`config.mk`:
```
export PLATFORM = sky130hd
export DESIGN_NAME = vdma_frame_scheduler
export DESIGN_NICKNAME = d
export VERILOG_FILES = /design/src/rtl/vdma_frame_scheduler.sv
export SDC_FILE = /design/constraint.sdc
export NUM_CORES = 1
export LEC_CHECK = 0
export BUFFER_PORTS_ARGS = -buffer_cell sky130_fd_sc_hd__buf_2
export CAP_MARGIN = 15
export CORE_ASPECT_RATIO = 1.1
export CORE_UTILIZATION = 40
export DETAILED_ROUTE_END_ITERATION = 16
export PLACE_DENSITY = 0.73
export REMOVE_ABC_BUFFERS = 1
export SLEW_MARGIN = 20
export SYNTH_ARGS = -nofsm -noshare
export SYNTH_HDL_FRONTEND = slang
export SYNTH_SLANG_ARGS = --single-unit
```
`constraint.sdc`:
```
create_clock -name axi_aclk -period 5.48 [get_ports axi_aclk]
set_input_delay 0.274 -clock axi_aclk [delete_from_list [all_inputs] [get_ports axi_aclk]]
set_output_delay 0.274 -clock axi_aclk [all_outputs]
set_load 0.05 [all_outputs]
```
`src/rtl/vdma_frame_scheduler.sv`:
```
// ---------------------------------------------------------------------------
// vdma_frame_scheduler
//
// Purpose:
//   Hands out DDR frame-buffer base addresses to the VDMA write path and
//   read path. N-buffer rotation (3 or 4 buffers) keeps the writer off the
//   buffer the reader is fetching and off the newest completed frame. The
//   reader always picks up the most recent complete frame and repeats its
//   current frame when nothing newer has been published.
//
// Ports:
//   axi_aclk        clock
//   axi_resetn      synchronous active-low reset
//   enable          when low, event pulses are ignored and state holds
//   wr_frame_start  writer begins a frame / requests a buffer (pulse)
//   wr_frame_done   writer finished its frame (pulse)
//   rd_frame_start  reader begins a frame / requests a buffer (pulse)
//   rd_frame_done   reader finished its frame (pulse)
//   wr_base_addr    registered base address of the writer's buffer
//   wr_index        buffer index held by the writer
//   rd_base_addr    registered base address of the reader's buffer
//   rd_index        buffer index held by the reader
//   rd_frame_valid  reader holds a complete frame
//   rd_new_frame    one-cycle pulse: reader switched to a new frame
//   rd_repeat       one-cycle pulse: reader re-reads its previous frame
//   wr_frame_cnt    completed writer frames (wraps)
//   rd_repeat_cnt   reader repeat events (wraps)
//   wr_abort_cnt    aborted writer frames (wraps)
//
// Events within one cycle are resolved in the order: writer done, reader
// start, writer start. Each stage sees the results of the stages before it.
// ---------------------------------------------------------------------------
module vdma_frame_scheduler #(
    parameter int                ASIZE      = 29,
    parameter int                NUM_FRAMES = 3,
    parameter logic [ASIZE-1:0]  BASE_ADDR  = '0,
    parameter logic [ASIZE-1:0]  FRAME_STEP = ASIZE'(29'h0100000),
    parameter int                CNT_W      = 16
) (
    input  logic             axi_aclk,
    input  logic             axi_resetn,
    input  logic             enable,
    input  logic             wr_frame_start,
    input  logic             wr_frame_done,
    input  logic             rd_frame_start,
    input  logic             rd_frame_done,
    output logic [ASIZE-1:0] wr_base_addr,
    output logic [1:0]       wr_index,
    output logic [ASIZE-1:0] rd_base_addr,
    output logic [1:0]       rd_index,
    output logic             rd_frame_valid,
    output logic             rd_new_frame,
    output logic             rd_repeat,
    output logic [CNT_W-1:0] wr_frame_cnt,
    output logic [CNT_W-1:0] rd_repeat_cnt,
    output logic [CNT_W-1:0] wr_abort_cnt
);

    typedef enum logic {WR_IDLE, WR_ACTIVE} wr_state_t;
    typedef enum logic {RD_IDLE, RD_ACTIVE} rd_state_t;

    localparam logic [1:0] WR_RESET_IDX = 2'(NUM_FRAMES - 1);

    function automatic logic [ASIZE-1:0] addr_of(input logic [1:0] idx);
        return BASE_ADDR + ASIZE'(idx) * FRAME_STEP;
    endfunction

    wr_state_t        wr_state_q, wr_state_d;
    rd_state_t        rd_state_q, rd_state_d;
    logic [1:0]       wr_index_q, wr_index_d;
    logic [1:0]       rd_index_q, rd_index_d;
    logic [1:0]       latest_idx_q, latest_idx_d;
    logic             latest_valid_q, latest_valid_d;
    logic             rd_frame_valid_q, rd_frame_valid_d;
    logic             rd_new_frame_q, rd_new_frame_d;
    logic             rd_repeat_q, rd_repeat_d;
    logic [ASIZE-1:0] wr_base_addr_q, wr_base_addr_d;
    logic [ASIZE-1:0] rd_base_addr_q, rd_base_addr_d;
    logic [CNT_W-1:0] wr_frame_cnt_q, wr_frame_cnt_d;
    logic [CNT_W-1:0] rd_repeat_cnt_q, rd_repeat_cnt_d;
    logic [CNT_W-1:0] wr_abort_cnt_q, wr_abort_cnt_d;

    // Writer state after the done stage; a start in this state aborts.
    wr_state_t        wr_state_mid;
    logic [NUM_FRAMES-1:0] buf_busy;

    // -----------------------------------------------------------------------
    // Stage 1 + 2: publish a finished writer frame, then serve a reader start
    // against the (possibly just-updated) latest frame.
    // -----------------------------------------------------------------------
    always_comb begin
        latest_idx_d     = latest_idx_q;
        latest_valid_d   = latest_valid_q;
        wr_frame_cnt_d   = wr_frame_cnt_q;
        wr_state_mid     = wr_state_q;
        rd_state_d       = rd_state_q;
        rd_index_d       = rd_index_q;
        rd_frame_valid_d = rd_frame_valid_q;
        rd_new_frame_d   = 1'b0;
        rd_repeat_d      = 1'b0;
        rd_repeat_cnt_d  = rd_repeat_cnt_q;

        if (enable) begin
            if (wr_frame_done && wr_state_q == WR_ACTIVE) begin
                latest_idx_d   = wr_index_q;
                latest_valid_d = 1'b1;
                wr_frame_cnt_d = wr_frame_cnt_q + 1'b1;
                wr_state_mid   = WR_IDLE;
            end

            if (rd_frame_done) begin
                rd_state_d = RD_IDLE;
            end

            // A start in the same cycle as a done overrides the done.
            if (rd_frame_start && latest_valid_d) begin
                if (latest_idx_d != rd_index_q || !rd_frame_valid_q) begin
                    rd_index_d     = latest_idx_d;
                    rd_new_frame_d = 1'b1;
                end else begin
                    rd_repeat_d     = 1'b1;
                    rd_repeat_cnt_d = rd_repeat_cnt_q + 1'b1;
                end
                rd_frame_valid_d = 1'b1;
                rd_state_d       = RD_ACTIVE;
            end
        end
    end

    // A buffer is off-limits to the writer if the reader is fetching it or it
    // holds the newest published frame, both as seen after stages 1 and 2.
    genvar gi;
    generate
        for (gi = 0; gi < NUM_FRAMES; gi++) begin : g_busy
            assign buf_busy[gi] =
                (rd_state_d == RD_ACTIVE && rd_index_d == 2'(gi)) ||
                (latest_valid_d && latest_idx_d == 2'(gi));
        end
    endgenerate

    // -----------------------------------------------------------------------
    // Stage 3: writer start. Circular search from the buffer after the one
    // currently held; at most two buffers are busy so one is always free.
    // -----------------------------------------------------------------------
    always_comb begin : wr_select
        int   cand;
        logic found;

        cand           = 0;
        found          = 1'b0;
        wr_state_d     = wr_state_mid;
        wr_index_d     = wr_index_q;
        wr_abort_cnt_d = wr_abort_cnt_q;

        if (enable && wr_frame_start) begin
            if (wr_state_mid == WR_ACTIVE) begin
                wr_abort_cnt_d = wr_abort_cnt_q + 1'b1;
            end
            for (int k = 1; k <= NUM_FRAMES; k++) begin
                cand = (int'(wr_index_q) + k) % NUM_FRAMES;
                if (!found && !buf_busy[cand]) begin
                    found      = 1'b1;
                    wr_index_d = 2'(cand);
                end
            end
            wr_state_d = WR_ACTIVE;
        end
    end

    always_comb begin
        wr_base_addr_d = addr_of(wr_index_d);
        rd_base_addr_d = addr_of(rd_index_d);
    end

    always_ff @(posedge axi_aclk) begin
        if (!axi_resetn) begin
            wr_state_q       <= WR_IDLE;
            rd_state_q       <= RD_IDLE;
            wr_index_q       <= WR_RESET_IDX;
            rd_index_q       <= 2'd0;
            latest_idx_q     <= 2'd0;
            latest_valid_q   <= 1'b0;
            rd_frame_valid_q <= 1'b0;
            rd_new_frame_q   <= 1'b0;
            rd_repeat_q      <= 1'b0;
            wr_base_addr_q   <= addr_of(WR_RESET_IDX);
            rd_base_addr_q   <= addr_of(2'd0);
            wr_frame_cnt_q   <= '0;
            rd_repeat_cnt_q  <= '0;
            wr_abort_cnt_q   <= '0;
        end else begin
            wr_state_q       <= wr_state_d;
            rd_state_q       <= rd_state_d;
            wr_index_q       <= wr_index_d;
            rd_index_q       <= rd_index_d;
            latest_idx_q     <= latest_idx_d;
            latest_valid_q   <= latest_valid_d;
            rd_frame_valid_q <= rd_frame_valid_d;
            rd_new_frame_q   <= rd_new_frame_d;
            rd_repeat_q      <= rd_repeat_d;
            wr_base_addr_q   <= wr_base_addr_d;
            rd_base_addr_q   <= rd_base_addr_d;
            wr_frame_cnt_q   <= wr_frame_cnt_d;
            rd_repeat_cnt_q  <= rd_repeat_cnt_d;
            wr_abort_cnt_q   <= wr_abort_cnt_d;
        end
    end

    assign wr_base_addr   = wr_base_addr_q;
    assign wr_index       = wr_index_q;
    assign rd_base_addr   = rd_base_addr_q;
    assign rd_index       = rd_index_q;
    assign rd_frame_valid = rd_frame_valid_q;
    assign rd_new_frame   = rd_new_frame_q;
    assign rd_repeat      = rd_repeat_q;
    assign wr_frame_cnt   = wr_frame_cnt_q;
    assign rd_repeat_cnt  = rd_repeat_cnt_q;
    assign wr_abort_cnt   = wr_abort_cnt_q;

endmodule

```
* Word-level counts from Yosys, hierarchy flattened *
Cells that the tools add are included.

word-level totals
  bits in registers = 114
  input port bits = 7
  output and inout port bits = 113
  word-level logic and storage cells = 93

operators by class
  $add $sub $neg = 6
  divide/modulo/power cells = 3
  magnitude comparators = 3
  equal/unequal tests = 5
  multiplexer cells = 34
  bitwise logic cells = 1
  reductions and logical operators = 27

operator list
  cell                     number
  $lt A32 B4 Y1 const B    3
  $mod A32 B3 Y32 const B  3
  $add A16 B1 Y16 const B  3
  $mux W1                  21
  $mux W2                  10
  $logic_and A1 B1 Y1      11
  $add A2 B2 Y3 const B    2
  $bmux W1 S2              3
  $reduce_and A2 Y1        3
  $reduce_and A3 Y1        2
  $logic_not A1 Y1         5
  $eq A2 B1 Y1 const B     2
  $eq A2 B2 Y1 const B     2
  $logic_not A2 Y1         2
  $logic_or A1 B1 Y1       4
  $add A2 B1 Y3 const B    1
  $ne A2 B2 Y1             1
  $not A1 Y1               1

* Depth between registers and ports, before layout *
  depth in word-level cells = 24
  mapped depth = 9
  depth with buffers taken out = 9

* Least setup slack after synthesis *
Ideal clock, no wire load.

  path kind = register to register
  from = register, netlist name wr_base_addr[20]
  to = register rd_repeat_cnt_q[15] (netlist: rd_repeat_cnt[15])
  setup time = 0.115 ns
  data arrival time = 2.433 ns
  data required time = 5.365 ns
  path slack = 2.933 ns
  stages on the path, launching flop included = 9
  path buffers = 1
  period minus slack after synthesis = 2.547 ns
  path through = dfxtp_1 > nand3_1 > a21oi_4 > o2111ai_4 > or4_4 > buf_6 > nor4_2 > xor2_1 > and2_1

RTL lines
  element                 RTL line  RTL
  end signal: assignment  204       rd_repeat_cnt_q <= rd_repeat_cnt_d;
  end: declaration        80        logic [CNT_W-1:0] rd_repeat_cnt_q, rd_repeat_cnt_d;

==> results.py <==
metrics = {
    "status": {
        "status": "completed",
    },
    "hold_path": {
        "hold_class": "in -> reg",
        "holdPathStages": 4,
    },
    "setup_path": {
        "start_kind": "flop",
        "setup.worst_path.end_class": "flop",
        "rr_worst_depth": 8,
        "worstPathArrival_ns": 2.50,
        "worst-path-max-fanout": 9,
        "reg2reg_slack_ns": 3.15,
        "worst-setup-path-type": "reg -> reg",
        "critPathRequiredTime_ns": 5.64,
    },
    "sta": {
        "hold_violations": 0,
        "rsz0062_at_grt": "no",
        "timing.fmax_mhz": 428,
        "setup_viol_count_final": 0,
        "slew_viol_final": 0,
        "finalCritPeriodShare_pct": 42.6,
        "slew_headroom_pct": 43.0,
        "skew_ns": 0.00630,
        "period_needed_ns": 2.33,
        "setup_tns_ns": 0,
        "worst_slack_ns": 3.15,
        "tightest_slew_ns": 0.855,
    },
    "pwr": {
        "p_comb_share_pct": 14.0,
        "ir_drop_mv": 0.149,
        "p_leak_uw": 0.00184,
        "seqPwrFrac_pct": 41.6,
        "powerDensity_mw_per_mm2": 270,
        "intPower_uw": 764,
        "p_sw_uw": 306,
        "switching_share_pct": 28.6,
        "pwr-share-clk_pct": 44.4,
    },
    "grt": {
        "grt_pass1_wl_um": 11300,
        "grt_use_met2_pct": 25.1,
        "grt_max_degree": 62,
        "overflow": 0,
        "top_usage_layer": "met2",
        "first_global_vias": 2464,
        "use_met3_pct": 4.58,
        "grtUsageTotal_pct": 15.1,
        "antenna_found_initial": 0,
        "grt_use_met1_pct": 18.5,
    },
    "placed_design": {
        "post-dp-hpwl_um": 4870,
        "pre_cts_ws_ns": 3.19,
        "gp_congestion": 0.824,
        "port_buffers": 65,
    },
    "die": {
        "dieWidth_um": 92.2,
        "rows": 35,
        "die_h_um": 101,
        "core-area_mm2": 0.00854,
        "die_area_mm2": 0.00934,
        "pin_count": 120,
        "initial_core_util_pct": 41.9,
    },
    "yosys": {
        "syn_inst": 409,
        "synth_area_leaders": "dfxtp_1, buf_4, and2_1",
        "synth_seq_cells": 60,
        "synth_top_cell_area_share_pct": 33.5,
        "yosysUniqueCellTypes": 60,
        "synth_top_area_cell": "dfxtp_1",
        "synth_edf_count": 0,
        "avgSynthCellArea_um2": 8.76,
        "synth_area_mm2": 0.00358,
        "synth_flop_cell": "dfxtp_1",
        "async_flop_share_pct": 0,
        "synth_warnings": 0,
        "seq_area_frac_synth_pct": 33.5,
    },
    "detailed_routing": {
        "routed_via_density": 4.86,
        "antenna_left": 0,
        "vias": 2828,
        "drc": 0,
        "wire_per_inst_um": 11.7,
        "routed_wl_um": 6820,
        "first_pass_iters": 4,
        "drtIter0Drc": 73,
    },
    "cells_and_area": {
        "syn2layout_area_growth_pct": 10.7,
        "utilization_pct": 46.4,
        "antenna_cells": 0,
        "drive_above_1_share_pct": 20.6,
        "n_fill_cell": 854,
        "nets": 480,
    },
    "cts": {
        "numCtsBuffers": 9,
        "htree_levels": 3,
        "tritoncts": "done",
        "cts_buffer_depth": 2,
        "cts_sinks": 60,
        "root_buffer": "clkbuf_8",
        "post-cts-setup-buffer-count": 0,
        "cts_hold_buf": 0,
        "cts_resized": 0,
        "clk_pin_slew_ns": 0.07,
        "clkLatencyLatePin_ns": 0.33,
    },
    "job": {
        "cap_violations": 0,
    },
}
==> worst paths after layout <==
check                        start               end
setup reg to reg  wr_base_addr[20]  wr_base_addr[21]
hold / removal              enable        wr_state_q
hold reg to reg   wr_abort_cnt[15]  wr_abort_cnt[15]
setup / recovery  wr_base_addr[20]  wr_base_addr[21]
==> cell families (layout without fill, tap and decap cells) <==
| kind of cell | after synthesis | count (layout) | synth area share [%] |
|---|---|---|---|
| buffers and inverters | 85 | 94 | 15.6 |
| xor gates and xnor gates | 37 | 37 | 9.05 |
| muxes | 3 | 3 | 0.838 |
| other | 1 | 54 | 0.105 |
| and+or+nand+nor | 152 | 152 | 24.2 |
| adders and majority gates | 7 | 7 | 2.44 |
| AOI/OAI and AO/OA | 64 | 64 | 14.3 |
| DFF | 60 | 60 | 33.5 |
==> layout make-up <==
type,instances,area (um^2),area share [%]
repair buffers,65,325,8.20
clock inverters,5,100,2.52
multi-input cells,317,2020,50.9
inverters,13,48.8,1.23
flip-flops and latches,60,1200,30.3
well taps,111,139,3.50
clock buffers,11,131,3.31
==> placed cells by master, fill, tap and decap left out, types with 4 or more instances in the layout <==
cell type and n:
o21a_1 5, nor2b_1 4, a21boi_0 10, ha_1 7
nor3_1 5, and4_1 4, nand4_1 7, xor2_1 12
inv_1 13, nand2_1 31, xnor2_1 25, and2_1 39
buf_2 65, or3_1 7, o21ai_0 13, o211a_1 5
and3_1 7, conb_1 54, nor2_1 10, clkbuf_8 9
dfxtp_1 60, and3_2 4, nand3_1 17
==> state kept, by name, summed over array words and instances, names as in the netlist <==
name / flops
rd_repeat_cnt: 16
wr_abort_cnt: 16
wr_frame_cnt: 16
latest_idx_q: 2
rd_base_addr: 2
wr_base_addr: 2
latest_valid_q: 1
rd_frame_valid: 1
rd_new_frame: 1
rd_repeat: 1
rd_state_q: 1
wr_state_q: 1
==> synth_stat cells (all sizes together) (10+ instances only) <==
cell type,number
xnor2,25
and3,11
and2,40
buf,61
inv,13
o21ai,13
a21boi,12
nand2,31
clkbuf,11
nand3,17
nor2,10
xor2,12
dfxtp,60
==> metal layers <==
layer,vias up,routed length (um)
met2,102,3290
met3,8,378
met4,0,67
li1,1406,-
met5,-,0
met1,1312,3080
==> per-stage QoR <==
stage | instances | cell area (um^2) | total power [uW] | hold WS, ns
final | 582 | 3970 | 1070 | 0.356
after CTS | 582 | 3970 | 1080 | 0.343
after detailed placement | 566 | 3730 | 604 | 0.475
after global routing | 582 | 3970 | 1110 | 0.375
after floorplan | 390 | 3270 | 583 | 0.355
after global placement | 566 | 3730 | 603 | 0.471
==> critical path: stages (launching register included) <==
cell	delay (ns)
dfxtp_1	0.51
inv_1	0.17
ha_1	0.42
nor2_1	0.21
a22oi_1	0.08
or2_2	0.29
o32ai_1	0.23
a2111o_1	0.15
o2111ai_1	0.11
==> power by group through the flow <==
stage	Sequential, uW	Clock [uW]	Combinational, uW
4_1_cts	445	489	149
3_5_place_dp	455	0	149
6_report	445	475	150
2_1_floorplan	466	0	116
3_3_place_gp	455	0	148
5_1_grt	446	508	158
Note: power is estimated with default switching activity, not from simulation.
